## config.mk

```make
export PLATFORM = sky130hd
export DESIGN_NAME = gpio_pad_ctrl
export DESIGN_NICKNAME = d
export VERILOG_FILES = /design/src/rtl/gpio_pkg.sv /design/src/rtl/gpio_db_filter.sv /design/src/rtl/gpio_pad_ctrl.sv
export SDC_FILE = /design/constraint.sdc
export NUM_CORES = 1
export LEC_CHECK = 0
export ABC_AREA = 1
export BUFFER_PORTS_ARGS = -buffer_cell sky130_fd_sc_hd__buf_2
export CAP_MARGIN = 20
export CORE_MARGIN = 2
export CORE_UTILIZATION = 40
export DETAILED_ROUTE_END_ITERATION = 10
export PLACE_DENSITY = 0.63
export SLEW_MARGIN = 20
export SYNTH_ARGS = -nofsm -noshare
export SYNTH_HDL_FRONTEND = slang
export SYNTH_SLANG_ARGS = --single-unit
```

## constraint.sdc

```tcl
create_clock -name clk_i -period 4.2 [get_ports clk_i]
set_input_delay 0.84 -clock clk_i [delete_from_list [all_inputs] [get_ports clk_i]]
set_output_delay 0.84 -clock clk_i [all_outputs]
set_load 0.02 [all_outputs]
```

## src/rtl/gpio_pkg.sv

```systemverilog
// rtl/gpio_pkg.sv - GPIO controller register map, reset constants and bus FSM states
package gpio_pkg;

  localparam logic [7:0] GPIO_OUT_OFS   = 8'h00;
  localparam logic [7:0] GPIO_OENB_OFS  = 8'h04;
  localparam logic [7:0] GPIO_IN_OFS    = 8'h08;
  localparam logic [7:0] GPIO_PUB_OFS   = 8'h0C;
  localparam logic [7:0] GPIO_PDB_OFS   = 8'h10;
  localparam logic [7:0] GPIO_RISE_OFS  = 8'h14;
  localparam logic [7:0] GPIO_FALL_OFS  = 8'h18;
  localparam logic [7:0] GPIO_STAT_OFS  = 8'h1C;
  localparam logic [7:0] GPIO_DBDIV_OFS = 8'h20;

  localparam logic [31:0] GPIO_OUT_RST  = 32'h0000_0000;
  localparam logic [31:0] GPIO_OENB_RST = 32'hFFFF_FFFF;
  localparam logic [31:0] GPIO_PUB_RST  = 32'hFFFF_FFFF;
  localparam logic [31:0] GPIO_PDB_RST  = 32'hFFFF_FFFF;

  typedef enum logic {
    BUS_IDLE,
    BUS_ACK
  } bus_state_e;

  function automatic logic [31:0] strb_mask(input logic [3:0] strb);
    return {{8{strb[3]}}, {8{strb[2]}}, {8{strb[1]}}, {8{strb[0]}}};
  endfunction

endpackage

```

## src/rtl/gpio_db_filter.sv

```systemverilog
// rtl/gpio_db_filter.sv - per-pin 3-sample debounce filter, built only with GPIO_DEBOUNCE_EN
`ifdef GPIO_DEBOUNCE_EN
module gpio_db_filter (
  input  logic clk_i,
  input  logic rst_n_i,
  input  logic tick_i,
  input  logic in_i,
  output logic val_o
);

  logic s1_q, s2_q, val_q;

  // The current tick sample plus the two previous ones must all agree.
  always_ff @(posedge clk_i or negedge rst_n_i) begin
    if (!rst_n_i) begin
      s1_q  <= 1'b0;
      s2_q  <= 1'b0;
      val_q <= 1'b0;
    end else if (tick_i) begin
      s1_q <= in_i;
      s2_q <= s1_q;
      if ((in_i == s1_q) && (s1_q == s2_q)) begin
        val_q <= in_i;
      end
    end
  end

  assign val_o = val_q;

endmodule
`endif

```

## src/rtl/gpio_pad_ctrl.sv

```systemverilog
// rtl/gpio_pad_ctrl.sv - GPIO pad controller: registers, input sync, edge IRQs, bus FSM
// Optional debounce prescaler/filter built when GPIO_DEBOUNCE_EN is defined.
module gpio_pad_ctrl
  import gpio_pkg::*;
#(
  parameter int GPIO_NUM    = 16,
  parameter int SYNC_STAGES = 2,
  parameter int DB_CNT_W    = 16
) (
  input  logic                clk_i,
  input  logic                rst_n_i,
  input  logic                mem_valid_i,
  output logic                mem_ready_o,
  input  logic [7:0]          mem_addr_i,
  input  logic [31:0]         mem_wdata_i,
  input  logic [3:0]          mem_wstrb_i,
  output logic [31:0]         mem_rdata_o,
  output logic [GPIO_NUM-1:0] gpio_out_o,
  output logic [GPIO_NUM-1:0] gpio_outenb_o,
  output logic [GPIO_NUM-1:0] gpio_pullupb_o,
  output logic [GPIO_NUM-1:0] gpio_pulldownb_o,
  input  logic [GPIO_NUM-1:0] gpio_in_i,
  output logic                irq_o
);

  bus_state_e          state_q;
  logic                mem_ready_q;
  logic [31:0]         mem_rdata_q;
  logic [GPIO_NUM-1:0] out_q, oenb_q, pub_q, pdb_q, rise_en_q, fall_en_q;
  logic [GPIO_NUM-1:0] stat_q, stat_d, stat_clr;
  logic                irq_q;
  logic [GPIO_NUM-1:0] sync_q [SYNC_STAGES];
  logic [GPIO_NUM-1:0] in_sync, in_val, in_prev_q, edge_set;
  logic [7:0]          addr_w;
  logic                acc_en, wr_en;
  logic [31:0]         wmask32, rd_val;
  logic [GPIO_NUM-1:0] wmask, wdata;
  logic                unused_bits;

  assign addr_w      = {mem_addr_i[7:2], 2'b00};
  assign acc_en      = (state_q == BUS_IDLE) && mem_valid_i;
  assign wr_en       = acc_en && (mem_wstrb_i != 4'b0000);
  assign wmask32     = strb_mask(mem_wstrb_i);
  assign wmask       = wmask32[GPIO_NUM-1:0];
  assign wdata       = mem_wdata_i[GPIO_NUM-1:0];
  assign unused_bits = ^{mem_addr_i[1:0], mem_wdata_i, wmask32};

  always_ff @(posedge clk_i or negedge rst_n_i) begin
    if (!rst_n_i) begin
      for (int i = 0; i < SYNC_STAGES; i++) sync_q[i] <= '0;
    end else begin
      sync_q[0] <= gpio_in_i;
      for (int i = 1; i < SYNC_STAGES; i++) sync_q[i] <= sync_q[i-1];
    end
  end

  assign in_sync = sync_q[SYNC_STAGES-1];

`ifdef GPIO_DEBOUNCE_EN
  logic [DB_CNT_W-1:0] db_div_q, db_cnt_q;
  logic [GPIO_NUM-1:0] db_val;
  logic                db_tick;

  assign db_tick = (db_cnt_q == db_div_q);

  always_ff @(posedge clk_i or negedge rst_n_i) begin
    if (!rst_n_i) begin
      db_div_q <= '0;
      db_cnt_q <= '0;
    end else if (wr_en && (addr_w == GPIO_DBDIV_OFS)) begin
      db_div_q <= (db_div_q & ~wmask32[DB_CNT_W-1:0]) | (mem_wdata_i[DB_CNT_W-1:0] & wmask32[DB_CNT_W-1:0]);
      db_cnt_q <= '0;
    end else begin
      db_cnt_q <= db_tick ? '0 : db_cnt_q + DB_CNT_W'(1);
    end
  end

  for (genvar g = 0; g < GPIO_NUM; g++) begin : g_db
    gpio_db_filter u_db_filter (
      .clk_i   (clk_i),
      .rst_n_i (rst_n_i),
      .tick_i  (db_tick),
      .in_i    (in_sync[g]),
      .val_o   (db_val[g])
    );
  end

  // DB_DIV=0 is the bypass setting; the filters keep tracking so re-enabling is glitch-free.
  assign in_val = (db_div_q == '0) ? in_sync : db_val;
`else
  logic [DB_CNT_W-1:0] unused_db_div;
  assign unused_db_div = '0;
  assign in_val        = in_sync;
`endif

  always_ff @(posedge clk_i or negedge rst_n_i) begin
    if (!rst_n_i) begin
      out_q     <= GPIO_OUT_RST[GPIO_NUM-1:0];
      oenb_q    <= GPIO_OENB_RST[GPIO_NUM-1:0];
      pub_q     <= GPIO_PUB_RST[GPIO_NUM-1:0];
      pdb_q     <= GPIO_PDB_RST[GPIO_NUM-1:0];
      rise_en_q <= '0;
      fall_en_q <= '0;
    end else if (wr_en) begin
      case (addr_w)
        GPIO_OUT_OFS:  out_q     <= (out_q & ~wmask) | (wdata & wmask);
        GPIO_OENB_OFS: oenb_q    <= (oenb_q & ~wmask) | (wdata & wmask);
        GPIO_PUB_OFS:  pub_q     <= (pub_q & ~wmask) | (wdata & wmask);
        GPIO_PDB_OFS:  pdb_q     <= (pdb_q & ~wmask) | (wdata & wmask);
        GPIO_RISE_OFS: rise_en_q <= (rise_en_q & ~wmask) | (wdata & wmask);
        GPIO_FALL_OFS: fall_en_q <= (fall_en_q & ~wmask) | (wdata & wmask);
        default: ;
      endcase
    end
  end

  // A new edge is ORed in after the W1C clear, so a same-cycle set wins.
  assign edge_set = (in_val & ~in_prev_q & rise_en_q) | (~in_val & in_prev_q & fall_en_q);
  assign stat_clr = (wr_en && (addr_w == GPIO_STAT_OFS)) ? (wdata & wmask) : '0;
  assign stat_d   = (stat_q & ~stat_clr) | edge_set;

  always_ff @(posedge clk_i or negedge rst_n_i) begin
    if (!rst_n_i) begin
      in_prev_q <= '0;
      stat_q    <= '0;
      irq_q     <= 1'b0;
    end else begin
      in_prev_q <= in_val;
      stat_q    <= stat_d;
      irq_q     <= |stat_q;
    end
  end

  always_comb begin
    rd_val = '0;
    case (addr_w)
      GPIO_OUT_OFS:   rd_val = 32'(out_q);
      GPIO_OENB_OFS:  rd_val = 32'(oenb_q);
      GPIO_IN_OFS:    rd_val = 32'(in_val);
      GPIO_PUB_OFS:   rd_val = 32'(pub_q);
      GPIO_PDB_OFS:   rd_val = 32'(pdb_q);
      GPIO_RISE_OFS:  rd_val = 32'(rise_en_q);
      GPIO_FALL_OFS:  rd_val = 32'(fall_en_q);
      GPIO_STAT_OFS:  rd_val = 32'(stat_q);
`ifdef GPIO_DEBOUNCE_EN
      GPIO_DBDIV_OFS: rd_val = 32'(db_div_q);
`endif
      default:        rd_val = '0;
    endcase
  end

  always_ff @(posedge clk_i or negedge rst_n_i) begin
    if (!rst_n_i) begin
      state_q     <= BUS_IDLE;
      mem_ready_q <= 1'b0;
      mem_rdata_q <= '0;
    end else begin
      case (state_q)
        BUS_IDLE: begin
          if (acc_en) begin
            state_q     <= BUS_ACK;
            mem_ready_q <= 1'b1;
            mem_rdata_q <= (mem_wstrb_i == 4'b0000) ? rd_val : '0;
          end
        end
        BUS_ACK: begin
          state_q     <= BUS_IDLE;
          mem_ready_q <= 1'b0;
          mem_rdata_q <= '0;
        end
      endcase
    end
  end

  assign mem_ready_o      = mem_ready_q;
  assign mem_rdata_o      = mem_rdata_q;
  assign gpio_out_o       = out_q;
  assign gpio_outenb_o    = oenb_q;
  assign gpio_pullupb_o   = pub_q;
  assign gpio_pulldownb_o = pdb_q;
  assign irq_o            = irq_q;

endmodule

```

### Yosys cells after proc, flatten, opt, wreduce, memory -nomap -nowiden

Cells that the tools add are included.

* bits in registers: 195
* word-level logic and storage cells: 69
* input port bits: 63

* mux-type cells: 9
* reduce and logical (&&, ||, !) cells: 13
* bitwise operators: 25
* equal/unequal tests: 8

Operators with widths (count)
* $and A16 B16 Y16: 12
* $or A16 B16 Y16: 8
* $pmux W16 S8: 1
* $mux W32: 2
* $not A16 Y16: 4
* $pmux W32 S2: 1
* $eq A6 B3 Y1 const B: 4
* $mux W16: 1
* $reduce_or A16 Y1: 1
* $eq A6 B2 Y1 const B: 2
* $reduce_and A2 Y1: 6
* $logic_not A8 Y1: 1
* $eq A6 B1 Y1 const B: 1
* $logic_not A4 Y1: 1
* $pmux W1 S2: 2
* $reduce_bool A4 Y1: 1
* $logic_and A1 B1 Y1: 3
* $mux W1: 2
* $ne A2 B2 Y1 const B: 1
* $not A1 Y1: 1

### Logic depth before layout (Yosys ltp)

* word-level depth: 8
* mapped depth: 11

### Worst setup path before layout

No wires, ideal clock.

* kind: input to register
* start point: input port mem_addr_i[7]
* end point: register mem_rdata_q[10] (netlist: mem_rdata_o[10])
* path buffers: 2
* slack: 2.363 ns
* stages: 9
* arrival time: 1.771 ns
* cells stage by stage: nor2_1 > buf_2 > clkbuf_1 > nand4_1 > nand2_1 > nor2_1 > nand2_1 > nand2_1 > nand2_1

* cells in the longest elaborated chain, start to end: 5

Ends and longest elaborated chain
* start: declaration: RTL line gpio_pad_ctrl.sv:14 `input logic [7:0] mem_addr_i,`
* $eq A6 B3 Y1 (tied with other cells): RTL line gpio_pad_ctrl.sv:136 `case (addr_w)`
* $pmux W16 S8 (*): RTL line gpio_pad_ctrl.sv:136
* $mux W32 (*): RTL line gpio_pad_ctrl.sv:163 `mem_rdata_q <= (mem_wstrb_i == 4'b0000) ? rd_val : '0;`
* $mux W32 (*): RTL line gpio_pad_ctrl.sv:160 `if (acc_en) begin`
* $pmux W32 S2 (*): RTL line gpio_pad_ctrl.sv:158 `case (state_q)`
* end signal: assignment: RTL line gpio_pad_ctrl.sv:163
* end: declaration: RTL line gpio_pad_ctrl.sv:28 `logic [31:0] mem_rdata_q;`

Mark *: on every way between the ends. The rest lies on a longest branch, timed or not. The select of a mux whose other input is x is not followed.
A chain may end at the register's enable or synchronous reset.

### Worst setup path in the final report

* start point: input port mem_addr_i[7]
* end point: register mem_rdata_q[9] (netlist: mem_rdata_o[9])

Same word-level chain as after synthesis.

==> metrics.md <==
| Metric | Value |
|---|---|
| CTS max path bufs | 2 |
| CTS tree | done |
| VDD IR max | 304 uV |
| Slew @ Worst Pin | 0.974 ns |
| Die Y | 146 um |
| Total gr overflow | 0 |
| Synth cell types | 25 |
| Mapped Area | 8100 sq um |
| Crit path max fanout | 25 |
| DRT antenna net count | 0 |
| Drt first pass iters | 5 |
| Dominant cell type by area after synthesis | dfrtp_1 |
| Startpoint Class | input pin |
| H-tree depth | 4 |
| Unrepaired setup endpoints after global routing | no |
| Num CTS Buffers | 17 |
| Largest net degree at the start of global routing | 96 |
| Core ar. | 20000 sq um |
| Critical path required time | 4.57 ns |
| Hold-fix buffers, CTS | 0 |
| Hold Vio Cnt, Final | 0 |
| Data arrival, critical path | 2.69 ns |
| Final cell count without fillers | 1306 |
| CP endpoint kind | flip-flop |
| Setup TNS Final | 0 ns |
| HP Class | reg -> reg |
| Max-slew violations | 0 |
| Die area | 21400 sq um |
| Iter 0 DRT Violations | 534 |
| Filler cells | 1999 |
| Avg WL per Cell | 17.0 um |
| Post-Place Cells | 1272 |
| Initial antenna violation count | 2 |
| Vias | 6703 |
| Site Rows | 52 |
| Post-layout min period | 2.32 ns |
| Tcrit/Tclk final | 55.1% |
| First-pass GRT wire length | 35800 um |
| Ys flop type | dfrtp_1 |
| Share of the synthesized area in the top cell type | 40.5% |
| Yosys reg bits | 179 |
| Initial Util | 40.4% |
| Syn Area/Cell | 8.89 sq um |
| Asr flop ratio synth | 100% |
| Post-synth top cells | nand2_1, dfrtp_1, nand3_1 |
| # port buffers | 126 |
| Mapped Cells | 911 |
| GPL Wtd Cong | 0.830 |
| Max_slew headroom | 34.8% |
| Layout Nets | 1084 |
| Max-Cap Viols | 0 |
| Yosys warns | 0 |
| Number of global-route vias before repair | 6383 |
| Worst-Skew Late Latency | 0.43 ns |
| Overall global routing resource usage | 21.5% |
| Clk slew on worst S/H paths | 0.07 ns |
| I/O pin total | 161 |
| Area Overhead vs Synth | 16.9% |
| Resized cells post-CTS | 0 |
| Die width | 146 um |
| Status | completed |
| Count leader, synth | nand2_1 |
| Final setup viols | 0 |
| Top cells by area, synth | dfrtp_1, dfstp_2, nand2_1 |
| Crit path kind | in -> reg |
| Vias per cell | 5.13 |
| CTS Root Cell | clkbuf_16 |
| Clock Skew | 0.00740 ns |
| Max Clk Rate | 432 MHz |
| Routed wire length | 22200 um |
| Seq. cell area | 4540 sq um |
| Drc violations | 0 |
| Proportion of layout cells with a drive suffix above 1 | 26.9% |
| Post-synthesis sequential area ratio | 56.0% |
| P per Cell Area | 414 nW/um^2 |
| EDFF count, synth | 0 |
| HPWL after detailed placement | 15500 um |
| Post-CTS Setup Inserts | 0 |
| Footprint of the multi-input gates | 3060 sq um |
| CTS sink cnt | 179 |
| Lkg Pwr | 0.00471 uW |
path summary, 6_finish.rpt:
| path | startpoint | endpoint | slack (ns) | cells after the start |
|---|---|---|---|---|
| hold reg to reg | sync_q[24] | in_sync[8] | 0.35 | 0 |
| setup reg to reg | state_q | flip-flop | 2.52 | 8 |
| max in group asynchronous | rst_n_i | asynchronous set/reset pin | 2.74 | 2 |
| min in group asynchronous | rst_n_i | asynchronous set/reset pin | 0.49 | 1 |
| setup / recovery | mem_addr_i[7] | mem_rdata_o[9] | 1.88 | 10 |
| hold / removal | sync_q[24] | in_sync[8] | 0.35 | 0 |
report_power, final:
part / switching (uW) / internal [uW] / total (uW)
logic: 255 / 96.3 / 351
clock network: 674 / 983 / 1660
registers: 76.4 / 1840 / 1910
layer usage:
metal  global-route usage [%]  wire (um)  up-vias  part of all wire, %
met5                        0          0        -                    0
met4                     6.46        453        0                  2.0
met3                     5.72       1550       29                  7.0
met2                     30.9       9610      256                   43
met1                     31.8      10600     3191                   48
li1                         -          -     3227                    -
layout by cell type, fill, tap and decap left out, types with 2 or more instances in the layout:
| master | count |
|---|---|
| a31oi_1 | 12 |
| buf_2 | 125 |
| buf_4 | 11 |
| bufinv_16 | 3 |
| clkbuf_16 | 17 |
| clkbuf_8 | 3 |
| clkinv_2 | 2 |
| clkinv_4 | 2 |
| clkinvlp_4 | 5 |
| conb_1 | 16 |
| dfrtp_1 | 131 |
| dfstp_2 | 48 |
| diode_2 | 2 |
| inv_1 | 40 |
| nand2_1 | 296 |
| nand2_2 | 13 |
| nand3_1 | 72 |
| nand4_1 | 65 |
| nor2_1 | 54 |
| nor2_2 | 6 |
| nor2_4 | 6 |
| nor4_1 | 4 |
| o21ai_1 | 65 |
| o21ai_2 | 31 |
cell type report:
class                           instances  share of cell area, %
Multi-Input combinational cell        643                   32.4
Sequential cell                       179                   48.0
Tap cell                              270                   3.57
Clock buffer                           20                   4.93
Timing Repair Buffer                  138                   7.81
Antenna cell                            2                 0.0529
Inverter                               42                   1.67
Clock inverter                         12                   1.64
worst max-delay path: stages:
cell and delay, ns:
buf_2 0.12, nor2_4 0.55, nand2_2 0.21, nor2_4 0.44, nand2_1 0.11, nand2_1 0.08
nor2_1 0.06, nand2_1 0.14, nand2_1 0.07, nand2_1 0.06
cell families after synthesis:
group	share of synthesized area (%)
AOI/OAI and AO/OA	8.30
buffers and inverters	7.03
DFF	56.0
other	0.0463
and+or+nand+nor	28.6
metrics by stage:
stage / power (uW) / setup slack, ns / util (%) / hold slack (ns) / area [sq um]
floorplan: 2130 / 2.36 / - / 0.331 / 8160
global placement: 2290 / 1.52 / 44.1 / 0.332 / 8840
detailed placement: 2300 / 1.51 / 44.1 / 0.335 / 8840
CTS: 3950 / 1.95 / 47.2 / 0.350 / 9460
global route: 4070 / 1.75 / 47.2 / 0.364 / 9460
finish: 3920 / 1.88 / 47.2 / 0.350 / 9470
Power figures use the tool's default switching activity.
